==> src/rtl/des_key_schedule_pkg.sv <==
// Shared tables, state encoding and C/D rotate helpers for the DES key schedule.
package des_key_schedule_pkg;

    localparam int unsigned ROUNDS = 16;

    // Entries are FIPS bit numbers (1 = MSB) of the 64-bit key.
    localparam int unsigned PC1 [56] = '{
        57, 49, 41, 33, 25, 17,  9,  1, 58, 50, 42, 34, 26, 18,
        10,  2, 59, 51, 43, 35, 27, 19, 11,  3, 60, 52, 44, 36,
        63, 55, 47, 39, 31, 23, 15,  7, 62, 54, 46, 38, 30, 22,
        14,  6, 61, 53, 45, 37, 29, 21, 13,  5, 28, 20, 12,  4
    };

    // Entries are bit numbers (1 = MSB) of the 56-bit {C,D}.
    localparam int unsigned PC2 [48] = '{
        14, 17, 11, 24,  1,  5,  3, 28, 15,  6, 21, 10,
        23, 19, 12,  4, 26,  8, 16,  7, 27, 20, 13,  2,
        41, 52, 31, 37, 47, 55, 30, 40, 51, 45, 33, 48,
        44, 49, 39, 56, 34, 53, 46, 42, 50, 36, 29, 32
    };

    // SHIFTS[r-1] is the left rotation applied to reach round r.
    localparam int unsigned SHIFTS [ROUNDS] = '{1, 1, 2, 2, 2, 2, 2, 2, 1, 2, 2, 2, 2, 2, 2, 1};

    typedef enum logic [1:0] {StIdle, StRun, StDone} state_e;

    function automatic logic [27:0] rotl28(input logic [27:0] v, input logic [1:0] n);
        return (n == 2'd2) ? {v[25:0], v[27:26]} : (n == 2'd1) ? {v[26:0], v[27]} : v;
    endfunction

    function automatic logic [27:0] rotr28(input logic [27:0] v, input logic [1:0] n);
        return (n == 2'd2) ? {v[1:0], v[27:2]} : (n == 2'd1) ? {v[0], v[27:1]} : v;
    endfunction

endpackage

==> src/rtl/des_key_schedule_pc2_perm.sv <==
// PC-2 compression: 56-bit {C,D} (bit 55 = FIPS bit 1) to a 48-bit subkey.
module des_key_schedule_pc2_perm
    import des_key_schedule_pkg::*;
(
    input  logic [55:0] i_cd,
    output logic [47:0] o_subkey
);

    always_comb begin
        o_subkey = '0;
        for (int j = 0; j < 48; j++) begin
            o_subkey[6'(47 - j)] = i_cd[6'(56 - PC2[j])];
        end
    end

endmodule

==> src/rtl/des_key_schedule.sv <==
// Sequential DES key schedule: loads one key through PC-1 and streams 16 subkeys over
// valid/ready, in encrypt (K1..K16) or decrypt (K16..K1) order.
module des_key_schedule
    import des_key_schedule_pkg::*;
#(
    parameter bit CHECK_PARITY = 1'b1,
    parameter bit ZERO_IDLE    = 1'b1
) (
    input  logic        i_clk,
    input  logic        i_rst,
    input  logic        i_start,
    input  logic        i_decrypt,
    input  logic [63:0] i_key_in,
    output logic [47:0] o_subkey_out,
    output logic        o_subkey_valid,
    input  logic        i_subkey_ready,
    output logic [3:0]  o_round_idx,
    output logic        o_busy,
    output logic        o_done,
    output logic        o_parity_err
);

    state_e      r_state, w_state_next;
    logic [27:0] r_c, r_d, w_c_next, w_d_next;
    logic [3:0]  r_idx, w_idx_next;
    logic        r_dec, w_dec_next;
    logic        r_parity_err, w_parity_err_next;
    logic [55:0] w_pc1;
    logic [47:0] w_pc2;
    logic        w_parity_ok, w_hs, w_last;

    always_comb begin
        w_pc1 = '0;
        for (int i = 0; i < 56; i++) begin
            w_pc1[6'(55 - i)] = i_key_in[6'(64 - PC1[i])];
        end
    end

    always_comb begin
        w_parity_ok = 1'b1;
        for (int b = 0; b < 8; b++) begin
            if (!(^i_key_in[8*b +: 8])) w_parity_ok = 1'b0;
        end
    end

    assign w_hs   = (r_state == StRun) && i_subkey_ready;
    assign w_last = r_dec ? (r_idx == 4'd0) : (r_idx == 4'(ROUNDS - 1));

    always_comb begin
        w_state_next      = r_state;
        w_c_next          = r_c;
        w_d_next          = r_d;
        w_idx_next        = r_idx;
        w_dec_next        = r_dec;
        w_parity_err_next = 1'b0;
        unique case (r_state)
            StIdle: begin
                if (i_start) begin
                    if (CHECK_PARITY && !w_parity_ok) begin
                        w_parity_err_next = 1'b1;
                    end else begin
                        w_state_next = StRun;
                        w_dec_next   = i_decrypt;
                        // PC-1 output is already C16/D16 since the total rotation is 28.
                        if (i_decrypt) begin
                            w_c_next   = w_pc1[55:28];
                            w_d_next   = w_pc1[27:0];
                            w_idx_next = 4'(ROUNDS - 1);
                        end else begin
                            w_c_next   = rotl28(w_pc1[55:28], 2'd1);
                            w_d_next   = rotl28(w_pc1[27:0], 2'd1);
                            w_idx_next = 4'd0;
                        end
                    end
                end
            end
            StRun: begin
                if (w_hs) begin
                    if (w_last) begin
                        w_state_next = StDone;
                        w_idx_next   = 4'd0;
                    end else if (r_dec) begin
                        w_c_next   = rotr28(r_c, 2'(SHIFTS[r_idx]));
                        w_d_next   = rotr28(r_d, 2'(SHIFTS[r_idx]));
                        w_idx_next = r_idx - 4'd1;
                    end else begin
                        w_c_next   = rotl28(r_c, 2'(SHIFTS[r_idx + 4'd1]));
                        w_d_next   = rotl28(r_d, 2'(SHIFTS[r_idx + 4'd1]));
                        w_idx_next = r_idx + 4'd1;
                    end
                end
            end
            StDone:  w_state_next = StIdle;
            default: w_state_next = StIdle;
        endcase
    end

    always_ff @(posedge i_clk) begin
        if (i_rst) begin
            r_state      <= StIdle;
            r_c          <= '0;
            r_d          <= '0;
            r_idx        <= '0;
            r_dec        <= 1'b0;
            r_parity_err <= 1'b0;
        end else begin
            r_state      <= w_state_next;
            r_c          <= w_c_next;
            r_d          <= w_d_next;
            r_idx        <= w_idx_next;
            r_dec        <= w_dec_next;
            r_parity_err <= w_parity_err_next;
        end
    end

    des_key_schedule_pc2_perm u_pc2 (
        .i_cd     ({r_c, r_d}),
        .o_subkey (w_pc2)
    );

    assign o_subkey_valid = (r_state == StRun);
    assign o_busy         = (r_state == StRun);
    assign o_done         = (r_state == StDone);
    assign o_parity_err   = r_parity_err;
    assign o_round_idx    = r_idx;
    assign o_subkey_out   = (ZERO_IDLE && !o_subkey_valid) ? 48'd0 : w_pc2;

endmodule

==> config.mk <==
export PLATFORM = sky130hd
export DESIGN_NAME = des_key_schedule
export DESIGN_NICKNAME = d
export VERILOG_FILES = /design/src/rtl/des_key_schedule_pkg.sv /design/src/rtl/des_key_schedule_pc2_perm.sv /design/src/rtl/des_key_schedule.sv
export SDC_FILE = /design/constraint.sdc
export NUM_CORES = 1
export LEC_CHECK = 0
export CORE_AREA = 3 3 111 113
export DETAILED_ROUTE_END_ITERATION = 6
export DIE_AREA = 0 0 114 116
export PLACE_DENSITY = 0.82
export SYNTH_ARGS = -nofsm -noshare
export SYNTH_HDL_FRONTEND = slang
export SYNTH_HIERARCHICAL = 1
export SYNTH_SLANG_ARGS = --single-unit
export TNS_END_PERCENT = 10
==> constraint.sdc <==
create_clock -name i_clk -period 7.7 [get_ports i_clk]
set_input_delay 1.155 -clock i_clk [delete_from_list [all_inputs] [get_ports i_clk]]
set_output_delay 1.155 -clock i_clk [all_outputs]
set_load 0.01 [all_outputs]
# Word level (Yosys, flattened, before mapping)
# Memories as Yosys holds them, arrays and structs flattened.
# Cells that the tools add are included.
# Widths: inputs -> output; s select.
[op_classes]
bitwise = 4
n_eq_ne = 14
reduce_logical = 17
add_sub_neg = 2
muxes = 49
n_lt_le_gt_ge = 2
[ops]
columns = ["operator", "n"]
rows = [
  ["$mux 28", 19],
  ["$pmux 28 s2", 2],
  ["$reduce_xor 8->1", 8],
  ["$mux 32", 1],
  ["$mux 4", 6],
  ["$mux 2", 8],
  ["$ge 5x5->1 const B", 2],
  ["$mux 1", 10],
  ["$not 4->5", 2],
  ["$pmux 4 s2", 1],
  ["$reduce_and 4->1", 2],
  ["$reduce_and 7->1", 1],
  ["$eq 2x1->1 const B", 3],
  ["$eq 2x2->1 const B", 3],
  ["$ne 2x2->1 const B", 3],
  ["$mux 5", 1],
  ["$add 4x1->4 const B", 1],
  ["$eq 4x4->1 const B", 1],
  ["$logic_not 4->1", 1],
  ["$ne 2x1->1 const B", 2],
  ["$ne 4x1->1 const B", 1],
  ["$ne 4x2->1 const B", 1],
  ["$pmux 2 s2", 1],
  ["$sub 4x1->4 const B", 1],
  ["6 further kinds", 7],
]
[totals]
word_cells = 96
reg_bits = 64
inputBits = 69
mem_count = 2
rom_bits = 1024
[memory_table]
columns = ["memory", "words", "width", "rd", "rd_ports_with_merged_regs", "write_ports", "line_no", "source"]
rows = [
  ["(name not given)", 16, 32, 1, 0, 0, "des_key_schedule.sv:88", "w_d_next = rotl28(r_d, 2'(SHIFTS[r_idx + 4'd1]));"],
  ["(name not given)", 16, 32, 1, 0, 0, "des_key_schedule.sv:84", "w_d_next = rotr28(r_d, 2'(SHIFTS[r_idx]));"],
]

# Logic depth before layout (Yosys ltp)
# Gate-level depths: netlist of the first run.
[logic_depth]
depth_word = 12
ltp_mapped = 15
depth_no_buf = 13

# By module
# The synthesis of the first run kept the hierarchy.
[by_module_without_submodules]
columns = ["module", "area_per_inst_um2", "instances", "cells_each"]
rows = [
  ["des_key_schedule", 6212.2, 1, 754],
  ["des_key_schedule_pc2_perm", 364.1, 1, 49],
]

# Worst setup path after synthesis of the first run
# OpenSTA, ideal clock, no wires.
[synth_timing]
path_type = "register to register"
start = "register r_idx[0] (netlist: o_round_idx[0])"
end = "register r_c[1]"
stages_incl_launch_ff = 16
setup_time_ns = 0.141
t_arrival_ns = 2.916
path_buffers = 2
required_ns = 7.559
period_less_slack_ns = 3.057
setup_slack_ns = 4.643
cell_sequence = "dfxtp_1 > inv_1 > ha_1 > nor2b_1 > a21oi_1 > o22ai_1 > a21oi_1 > ha_1 > mux2i_1 > a21o_1 > nor4b_1 > or3b_1 > buf_2 > buf_2 > nand4b_1 > o31ai_2"
[synth_via]
elab_chain_cells = 11
[synth_rtl]
columns = ["element", "line_no", "source"]
rows = [
  ["start: declaration", "des_key_schedule.sv:25", "logic [3:0] r_idx, w_idx_next;"],
  ["start signal: assignment", "des_key_schedule.sv:110", "r_idx <= w_idx_next;"],
  ["$add 4x1->4", "des_key_schedule.sv:87", "w_c_next = rotl28(r_c, 2'(SHIFTS[r_idx + 4'd1]));"],
  ["$not 4->5 (not written as such)", "des_key_schedule.sv:87", ""],
  ["$mem_v2 16x32", "n/a", ""],
  ["$mux 2 (2 in series)", "n/a", ""],
  ["$eq 2x2->1", "n/a", ""],
  ["$mux 28", "des_key_schedule_pkg.sv:28", "return (n == 2'd2) ? {v[25:0], v[27:26]} : (n == 2'd1) ? {v[26:0], v[27]} : v;"],
  ["$mux 28", "des_key_schedule.sv:82", "end else if (r_dec) begin"],
  ["$mux 28", "des_key_schedule.sv:79", "if (w_last) begin"],
  ["$mux 28", "des_key_schedule.sv:78", "if (w_hs) begin"],
  ["$pmux 28 s2", "des_key_schedule.sv:56", "unique case (r_state)"],
  ["end signal: assignment", "des_key_schedule.sv:108", "r_c <= w_c_next;"],
  ["end: declaration", "des_key_schedule.sv:24", "logic [27:0] r_c, r_d, w_c_next, w_d_next;"],
]
# Parallel ways exist; a longest one is shown, timed or not. The select of a mux whose other input is x is not followed.
# A chain may end at the register's enable or synchronous reset.

# Worst setup path in the final report of the first run
[layout_timing]
start = "register r_idx[1] (netlist: o_round_idx[1])"
end = "register r_c[4]"
# Same word-level chain as after synthesis.

==> results of run 1 <==
[flip-flops by register name (all words and copies together) (netlist names)]
| register | cells |
|---|---|
| r_dec | 1 |
| r_state | 2 |
| o_round_idx | 4 |
| r_c | 28 |
| o_parity_err | 1 |
| r_d | 28 |
[placed cells by master, fill, tap and decap left out, types with 9 or more instances in the layout]
cell type / count
a211oi_1: 58
o31ai_1: 14
a21oi_1: 77
buf_4: 9
nor2_1: 43
xnor2_1: 50
clkbuf_16: 9
o31ai_2: 21
nand4b_1: 35
dfxtp_1: 63
conb_1: 16
clkdlybuf4s50_1: 106
nand2b_1: 19
a211o_1: 19
and3_1: 49
mux2i_1: 109
xor2_1: 9
nor2b_1: 53
[Yosys cell counts, types with 3 or more instances]
cell type and n:
o31ai_1 14, nand2b_1 19, a31oi_1 3, mux2_2 4, nand2_1 5, buf_1 3
and3_1 49, buf_6 5, nor3_1 6, a211oi_1 58, buf_2 7, o31ai_2 21
a211o_1 19, xor2_1 9, xnor2_1 50, clkbuf_1 66, inv_1 6, a21oi_1 77
mux2i_1 109, nor2_1 44, ha_1 4, nor2b_1 53, dfxtp_1 64, buf_4 49
nand4b_1 35
[report_power, final]
part           leakage (uW)  internal (uW)  switching, uW
combinational       0.00217           94.8           95.9
clock              0.000163            310            152
sequential         0.000516            334           4.64
total               0.00285            739            252
[cell families after synthesis]
kind of cell / after synthesis / synth area share (%)
fa+ha+maj: 4 / 0.7611
xor+xnor: 59 / 7.858
flops: 64 / 19.48
other cells: 1 / 0.05702
buf+inv: 136 / 11.26
mux: 113 / 17.28
compound gates: 200 / 21.94
simple gates: 226 / 21.37
[worst max-delay path, stage by stage, from the launching register on]
cell and delay (ns):
dfxtp_1 0.48, inv_1 0.12, ha_1 0.35, nor2b_1 0.07, a21oi_1 0.17, o22ai_1 0.14, a21oi_1 0.29, ha_4 0.24
mux2i_1 0.12, a21o_1 0.23, nor4b_1 0.24, or3b_1 0.59, buf_4 0.33, a221oi_1 0.32, a211oi_1 0.09
[per-layer routing]
metal  track usage, %  vias up
li1                 -     2895
met1            33.21     2907
met2            45.94      294
met3            4.125       51
met4            12.43        0
met5                0        -
[final cells by class]
class                           instances  share of cell area (%)
Clock inverter                          2                  0.7903
Inverter                                6                  0.2963
Clock buffer                           14                   3.606
Sequential cell                        64                   16.91
Tap cell                              143                   2.354
Multi-Input combinational cell        618                   61.06
Timing Repair Buffer                  117                   14.98
[per-stage QoR]
step / instances / hold WS, ns / util, % / power, uW / setup slack [ns]
after floorplan: 818 / 0.4401 / - / 473.9 / 4.643
after global placement: 948 / 0.5059 / 63.63 / 530.8 / 3.638
after detailed placement: 948 / 0.5204 / 63.63 / 534.9 / 3.605
after CTS: 964 / 0.5241 / 66.56 / 990.4 / 3.837
after global routing: 964 / 0.5448 / 66.56 / 1026 / 3.454
final: 964 / 0.5275 / 66.56 / 991.4 / 3.745
[worst max path at each step]
stage / startpoint / end / cells after the start
after floorplan: o_round_idx[0] / r_c[1] / 15
after global placement: i_key_in[4] / r_c[0] / 9
after detailed placement: i_key_in[4] / r_c[4] / 9
after CTS: o_round_idx[1] / r_c[4] / 14
after global routing: o_round_idx[0] / r_c[4] / 14
final: o_round_idx[1] / r_c[4] / 14
==> flow_metrics.env, run 1 <==
export IMPL_status="finished clean"
export IMPL_grt_usage_pct=26.84
export IMPL_clk_latency_ns=0.33
export IMPL_synth_cells=803
export IMPL_drt_pass1_iter_count=6
export IMPL_h_tree_depth=3
export IMPL_criticalPathCategory="flop to flop"
export IMPL_pin_count=125
export IMPL_synth_edf_count=0
export IMPL_numPortBuffers=108
export IMPL_cp_required_ns=7.86
export IMPL_leakagePower_uw=0.002848
export IMPL_antenna_found_initial=0
export IMPL_dr_wl_met2_mm=8.794
export IMPL_first_global_vias=5949
export IMPL_fp_coreArea_um2=11420
export IMPL_wire_per_inst_um=18.56
export IMPL_max_freq_mhz=252.9
export IMPL_grt_max_degree=114
export IMPL_grt_overflow=0
export IMPL_m1WireLength_mm=7.342
export IMPL_maxSlewViolCount=0
export IMPL_place_congestion=0.8599
export IMPL_regArea_um2=1285
export IMPL_stdcell_area_um2=7600
export IMPL_ys_ff_latch=64
export IMPL_fillers=934
export IMPL_drt_iter0_drc=873
export IMPL_vdd_drop_max_v=0.0001284
export IMPL_wl_met3_mm=1.232
export IMPL_cts_sinks=64
export IMPL_rr_endpoint="r_c[4]"
export IMPL_synth_top_area_share_pct=19.48
export IMPL_yosysTopAreaCell="dfxtp_1"
export IMPL_min_from="r_c[0]"
export IMPL_die_y_um=116
export IMPL_hold_viol_final=0
export IMPL_endpoint_kind="flop"
export IMPL_rrSetupSlack_ns=3.75
export IMPL_cts_tree="yes"
export IMPL_yosysUniqueCellTypes=45
export IMPL_vias_per_cell=6.377
export IMPL_skew_ns=0.003116
export IMPL_slew_headroom_pct=23.96
export IMPL_cts_setup_buffers=0
export IMPL_path_clk_slew_ns=0.05
export IMPL_cts_hold_buf=0
export IMPL_layout_drive_gt1_share_pct=7.186
export IMPL_ant_nets=0
export IMPL_min_path_type="flop to flop"
export IMPL_whs_endpoint="r_c[0]"
export IMPL_top_layer_used="met4"
export IMPL_maxCapViolCount=0
export IMPL_die_x_um=114
export IMPL_ctsResizeCount=0
export IMPL_async_reset_ff_share_pct=0
export IMPL_reg2regPathDepth=14
export IMPL_tightestPinTransition_ns=1.141
export IMPL_synthFlopType="dfxtp_1"
export IMPL_regToRegStartpoint="o_round_idx[1]"
export IMPL_row_count=39
export IMPL_crit_fanout=26
export IMPL_clock_tree_root_cell="clkbuf_16"
export IMPL_setup_tns_final_ns=0
export IMPL_setup_viol=0
export IMPL_synth_area_um2=6576
export IMPL_drc_errors=0
export IMPL_wl_mm=17.90
export IMPL_ys_top_cells_by_area="dfxtp_1 (19%), mux2i_1 (17%), xnor2_1 (6.7%)"
export IMPL_ys_seq_area_share_pct=19.48
export IMPL_dpl_hpwl_mm=11.56
export IMPL_numCtsBuffers=9
export IMPL_via_count=6147
export IMPL_multiInputGateArea_um2=4641
export IMPL_ctsLongestPathBuffers=2
export IMPL_grt_pass1_wl_mm=29.21
export IMPL_finalCritPeriodShare_pct=51.36
export IMPL_worstPathArrival_ns=4.12
export IMPL_num_antenna_cells=0
export IMPL_synth_warnings=6
export IMPL_rsz0062_at_grt="false"
export IMPL_avgSynthCellArea_um2=8.190
export IMPL_fin_nets=889
export IMPL_hold_depth=2
export IMPL_powerDensity_nw_per_um2=130.5
export IMPL_area_growth_pct=15.56
export IMPL_start_util_pct=57.59
export IMPL_finalCriticalPeriod_ns=3.955
export IMPL_placed_cell_area_um2=7266
export IMPL_die_area_um2=13220
export IMPL_crit_path_start_kind="flop"
Note: power is estimated with default switching activity, not from simulation.
==> run 2: changes to the inputs <==
--- a/config.mk
+++ b/config.mk
@@ -5,10 +5,10 @@
 export SDC_FILE = /design/constraint.sdc
 export NUM_CORES = 1
 export LEC_CHECK = 0
-export CORE_AREA = 3 3 111 113
+export CORE_AREA = 3 3 115 117
 export DETAILED_ROUTE_END_ITERATION = 6
-export DIE_AREA = 0 0 114 116
-export PLACE_DENSITY = 0.82
+export DIE_AREA = 0 0 118 120
+export PLACE_DENSITY = 0.77
 export SYNTH_ARGS = -nofsm -noshare
 export SYNTH_HDL_FRONTEND = slang
 export SYNTH_HIERARCHICAL = 1
==> constraint.sdc (replaced) <==
create_clock -name i_clk -period 4.09 [get_ports i_clk]
set_input_delay 0.6135 -clock i_clk [delete_from_list [all_inputs] [get_ports i_clk]]
set_output_delay 0.6135 -clock i_clk [all_outputs]
set_load 0.01 [all_outputs]
==> run 2 against run 1 <==
- sequential share of layout area down 0.14 points
- non-clock buffer count increased by 4
- clock skew up 0.0046 ns
- clock power increased by 85%
- die area increased by 7.1%
- register-to-register slack worse by 3.4 ns
- critical endpoint is now r_c[18]
- highest routed layer unchanged
==> flow_metrics.env, run 2 (synthesis gave the netlist of run 1 again) <==
export IMPL_finalCriticalPeriod_ns=3.751
export IMPL_cp_required_ns=4.28
export IMPL_crit_fanout=24
export IMPL_placed_cell_area_um2=7345
export IMPL_die_y_um=120
export IMPL_maxCapViolCount=0
export IMPL_fp_coreArea_um2=12470
export IMPL_row_count=41
export IMPL_stdcell_area_um2=7665
export IMPL_ctsLongestPathBuffers=2
export IMPL_grt_pass1_wl_mm=29.29
export IMPL_area_growth_pct=16.55
export IMPL_wire_per_inst_um=17.89
export IMPL_criticalPathCategory="flop to flop"
export IMPL_via_count=6018
export IMPL_pin_count=125
export IMPL_grt_max_degree=114
export IMPL_worstPathArrival_ns=3.94
export IMPL_layout_commonest_cell="mux2i_1"
export IMPL_cts_tree="yes"
export IMPL_ant_nets=0
export IMPL_endpoint_kind="flop"
export IMPL_endpoint="r_c[18]"
export IMPL_die_x_um=118
export IMPL_rr_endpoint="r_c[18]"
export IMPL_layout_common_cells="mux2i_1 (109), clkdlybuf4s50_1 (106), a21oi_1 (77), dfxtp_1 (63), a211oi_1 (58)"
export IMPL_powerDensity_nw_per_um2=240.8
export IMPL_setup_tns_final_ns=0
export IMPL_rrSetupSlack_ns=0.34
export IMPL_layout_drive_gt1_share_pct=8.000
export IMPL_dpl_hpwl_mm=11.76
export IMPL_regToRegStartpoint="o_round_idx[1]"
export IMPL_grt_overflow=0
export IMPL_slew_headroom_pct=23.52
export IMPL_ctsResizeCount=0
export IMPL_setup_viol=0
export IMPL_min_path_type="flop to flop"
export IMPL_leakagePower_uw=0.002860
export IMPL_place_congestion=0.9250
export IMPL_maxSlewViolCount=0
export IMPL_drt_iter0_drc=526
export IMPL_cts_sinks=64
export IMPL_first_global_vias=5861
export IMPL_numCtsBuffers=9
export IMPL_clock_tree_root_cell="clkbuf_16"
export IMPL_crit_start="o_round_idx[1]"
export IMPL_path_clk_slew_ns=0.06
export IMPL_drc_errors=0
export IMPL_vias_per_cell=6.036
export IMPL_max_freq_mhz=266.6
export IMPL_skew_ns=0.007709
export IMPL_h_tree_depth=3
export IMPL_start_util_pct=52.76
export IMPL_cts_hold_buf=0
export IMPL_tightestPinTransition_ns=1.147
export IMPL_hold_worst_slack_ns=0.5275
export IMPL_drt_pass1_iter_count=5
export IMPL_grt_usage_pct=24.89
export IMPL_finalCritPeriodShare_pct=91.70
export IMPL_numPortBuffers=108
export IMPL_crit_path_start_kind="flop"
export IMPL_die_area_um2=14160
export IMPL_fin_nets=893
export IMPL_num_antenna_cells=0
export IMPL_wl_mm=17.84
export IMPL_status="finished clean"
export IMPL_rsz0062_at_grt="false"
export IMPL_hold_viol_final=0
export IMPL_vdd_drop_max_v=0.0002155
export IMPL_reg2regPathDepth=14
export IMPL_antenna_found_initial=0
export IMPL_cts_setup_buffers=0
export IMPL_clk_latency_ns=0.35
==> run 2: per-layer routing <==
| metal | global-route usage (%) | vias up | part of all wire, % | wire length (um) |
|---|---|---|---|---|
| li1 | - | 2907 | - | - |
| met1 | 31.87 | 2847 | 44 | 7840 |
| met2 | 41.75 | 226 | 48 | 8599 |
| met3 | 4.524 | 38 | 5.4 | 968 |
| met4 | 9.597 | 0 | 2.4 | 427 |
| met5 | 0 | - | 0 | 0 |
==> run 2: worst min path at each step <==
stage | cells after the start | slack (ns) | from | to
4_1_cts | 2 | 0.52 | r_c[0] | r_c[0]
2_1_floorplan | 1 | 0.44 | r_state[1] | r_state[0]
6_report | 2 | 0.53 | r_c[0] | r_c[0]
3_3_place_gp | 2 | 0.51 | r_c[22] | r_c[22]
3_5_place_dp | 2 | 0.51 | r_c[0] | r_c[0]
5_1_grt | 2 | 0.56 | r_c[13] | r_c[13]
==> run 2: worst max-delay path, cell delays in order (launching register included) <==
cell and delay [ns]:
dfxtp_1 0.47, inv_1 0.11, ha_1 0.34, nor2b_1 0.20, a21oi_1 0.07, o22ai_1 0.23
a21oi_1 0.15, ha_4 0.26, mux2i_1 0.13, a21o_1 0.20, nor4b_1 0.23, or3b_2 0.74
buf_4 0.27, nand4b_1 0.09, o31ai_1 0.09
==> run 2: final cells by class <==
class	count	area, um2
Clock buffer	9	225.2
Multi-Input combinational cell	618	4641
Tap cell	172	215.2
Inverter	6	22.52
Clock inverter	7	95.09
Sequential cell	64	1285
Fill cell	1097	4801
Timing Repair Buffer	121	1181
==> run 2: power breakdown <==
| part | switching [uW] | total (uW) | internal, uW |
|---|---|---|---|
| combinational | 176 | 355 | 179 |
| clock | 320 | 853 | 534 |
| sequential | 8.66 | 637 | 628 |
==> run 2: stage by stage <==
step	instances	total power, uW	util [%]	setup slack, ns
5_1_grt	997	1911	61.49	0.02382
3_3_place_gp	981	998.6	58.92	0.5403
3_5_place_dp	981	1004	58.92	0.3402
4_1_cts	997	1847	61.49	0.3004
2_1_floorplan	818	892.1	-	1.033
6_report	997	1846	61.49	0.3395
==> run 3: changes to the inputs <==
--- a/config.mk
+++ b/config.mk
@@ -6,6 +6,7 @@
 export NUM_CORES = 1
 export LEC_CHECK = 0
 export CORE_AREA = 3 3 115 117
+export CTS_BUF_LIST = sky130_fd_sc_hd__clkbuf_16
 export DETAILED_ROUTE_END_ITERATION = 6
 export DIE_AREA = 0 0 118 120
 export PLACE_DENSITY = 0.77
==> results of run 3 <==
Final layout, timing and power as in run 2 (identical DEF).
==> RTL edit: new RTL, config.mk and constraints of run 3 <==
The parameter `ZERO_IDLE` goes from 1'b1 to 1'b0.
--- a/src/rtl/des_key_schedule.sv
+++ b/src/rtl/des_key_schedule.sv
@@ -4,7 +4,7 @@
     import des_key_schedule_pkg::*;
 #(
     parameter bit CHECK_PARITY = 1'b1,
-    parameter bit ZERO_IDLE    = 1'b1
+    parameter bit ZERO_IDLE    = 1'b0
 ) (
     input  logic        i_clk,
     input  logic        i_rst,
Function: no difference found for any inputs over 4 cycles, from zero or initial values and one cycle with i_rst high; that may be too few to reach the edited logic, so the function may still have changed.
==> RTL edit against run 3 <==
Sequential cell count stayed put; wire length rose by 1.7%; clock power decreased by 4.5%; critical endpoint is now r_c[19]; setup slack better by 80 ps; power fell by 0.20%; critical path depth down 2; area after synthesis shrank 5.4%; count of clock-buffer cells in the layout stayed put; cell area is 5.2% lower; utilization decreased by 3.2 points; die area did not move.
==> RTL edit: results (changes against run 3) <==
| Metric | Value |
|---|---|
| Min-delay worst type | `flop to flop (unchanged)` |
| Leak Pwr | `2.40 nW (was 2.86 nW)` |
| Crit Path Max Fanout | `54 (was 24)` |
| H-tree lvl count | `3 (unchanged)` |
| # fillers | `1088 (was 1097)` |
| Vias per Instance | `6.30 (was 6.04)` |
| Crit-path max cell delay | `490 ps (was 740 ps)` |
| Peak VDD IR | `0.165 mV (was 0.215 mV)` |
| Post-DP HPWL | `12.2 mm (was 11.8 mm)` |
| Status | `finished clean (unchanged)` |
| Clock latency at the later pin of the worst-skew pair | `330 ps (was 350 ps)` |
| Setup Skew | `6.11 ps (was 7.71 ps)` |
| Resize count post-CTS | `0 (unchanged)` |
| Yosys warning count | `6 (unchanged)` |
| # DRC | `0 (unchanged)` |
| Slew headroom | `0.226 (was 0.235)` |
| Vias in the first global route | `5756 (was 5861)` |
| Fraction of layout cells with a size suffix above 1 | `0.0858 (was 0.0800)` |
| Avg WL per Cell | `18.8 um (was 17.9 um)` |
| Clock Path Buffers | `2 (unchanged)` |
| Post-synth ARST share | `0 (unchanged)` |
| Port Buffer Count | `108 (unchanged)` |
| Total track usage | `0.246 (was 0.249)` |
| CTS Buf Count | `9 (unchanged)` |
| Largest net degree at the start of global routing | `114 (unchanged)` |
| 1st-pass router iterations | `5 (unchanged)` |
| Initial antenna violation count | `0 (unchanged)` |
| Post-synth cell types | `49 (was 45)` |
| First-pass GRT wire length | `29.1 mm (was 29.3 mm)` |
| CP max stage cell | `dfxtp_1 (was or3b_2)` |
| Most instantiated cells after synthesis | `mux2i_1 (90), a21oi_1 (74), dfxtp_1 (64) (was mux2i_1 (109), a21oi_1 (77), clkbuf_1 (66))` |
| Post-CTS Setup Inserts | `0 (unchanged)` |
| Register area share after synthesis | `0.206 (was 0.195)` |
| Worst EP arrival | `3890 ps (was 3940 ps)` |
| GPL Wtd Cong | `0.982 (was 0.925)` |
| CP top delay family | `compound AO/OA/AOI/OAI gates (was simple AND/OR/NAND/NOR gates)` |
| CTS root buf | `clkbuf_16 (unchanged)` |
| Synth area leaders | `dfxtp_1 (21%), mux2i_1 (14%), xnor2_1 (7.0%) (was dfxtp_1 (19%), mux2i_1 (17%), xnor2_1 (6.7%))` |
| DP Area | `6960 um2 (was 7340 um2)` |
| Final nets | `861 (was 893)` |
| Detailed router's first-iteration violation count | `652 (was 526)` |
RTL edit: cell count changes after synthesis, sizes merged, moves of 17 or more:
cell | run 3 | this run
a31o | 0 | 23
mux2 | 4 | 23
a211o | 19 | 0
nand4b | 35 | 1
clkbuf | 66 | 46
nand2 | 5 | 29
and3 | 49 | 0
nor3 | 6 | 23
nor2b | 53 | 35
o211ai | 1 | 54
mux2i | 109 | 90
a211oi | 58 | 34
RTL edit: cell type report:
class	instances	area share
inverter	6	0.00310
timing repair buffer	117	0.161
multi-input combinational	590	0.587
clock buffer	9	0.0310
tap	172	0.0296
sequential	64	0.177
clock inverter	7	0.0119
RTL edit: per-stage QoR:
step	worst slack (ps)	utilization	instances
2_1_floorplan	1150	-	783
6_report	419	0.583	965
3_3_place_gp	614	0.558	949
3_5_place_dp	509	0.558	949
5_1_grt	73.2	0.583	965
4_1_cts	466	0.583	965
RTL edit: layer usage:
layer | part of all wire | GRT usage
met1 | 0.41 | 0.303
met2 | 0.49 | 0.431
met3 | 0.069 | 0.0462
met4 | 0.025 | 0.0821
met5 | 0 | 0
RTL edit: cells by family (layout without fill, tap and decap cells):
logic type / after synthesis / count (layout) / share of synthesized area
compound gates: 246 / 246 / 0.271
xor+xnor: 59 / 59 / 0.0830
fa+ha+maj: 4 / 4 / 0.00804
buf+inv: 129 / 139 / 0.120
flops: 64 / 64 / 0.206
mux: 113 / 113 / 0.186
other cells: 1 / 16 / 0.000603
simple gates: 152 / 152 / 0.124
RTL edit: path summary, 6_finish.rpt:
path,startpoint,endpoint,slack (ps),depth (start not counted)
min,r_c[11],r_c[11],560,1
max reg2reg,o_round_idx[0],r_c[19],420,12
max,o_round_idx[0],r_c[19],420,12
min reg2reg,r_c[11],r_c[11],560,1
RTL edit: power by group:
group | internal [mW] | total (mW) | switching [mW]
logic | 0.173 | 0.390 | 0.217
clock network | 0.528 | 0.815 | 0.287
registers | 0.628 | 0.637 | 0.00877
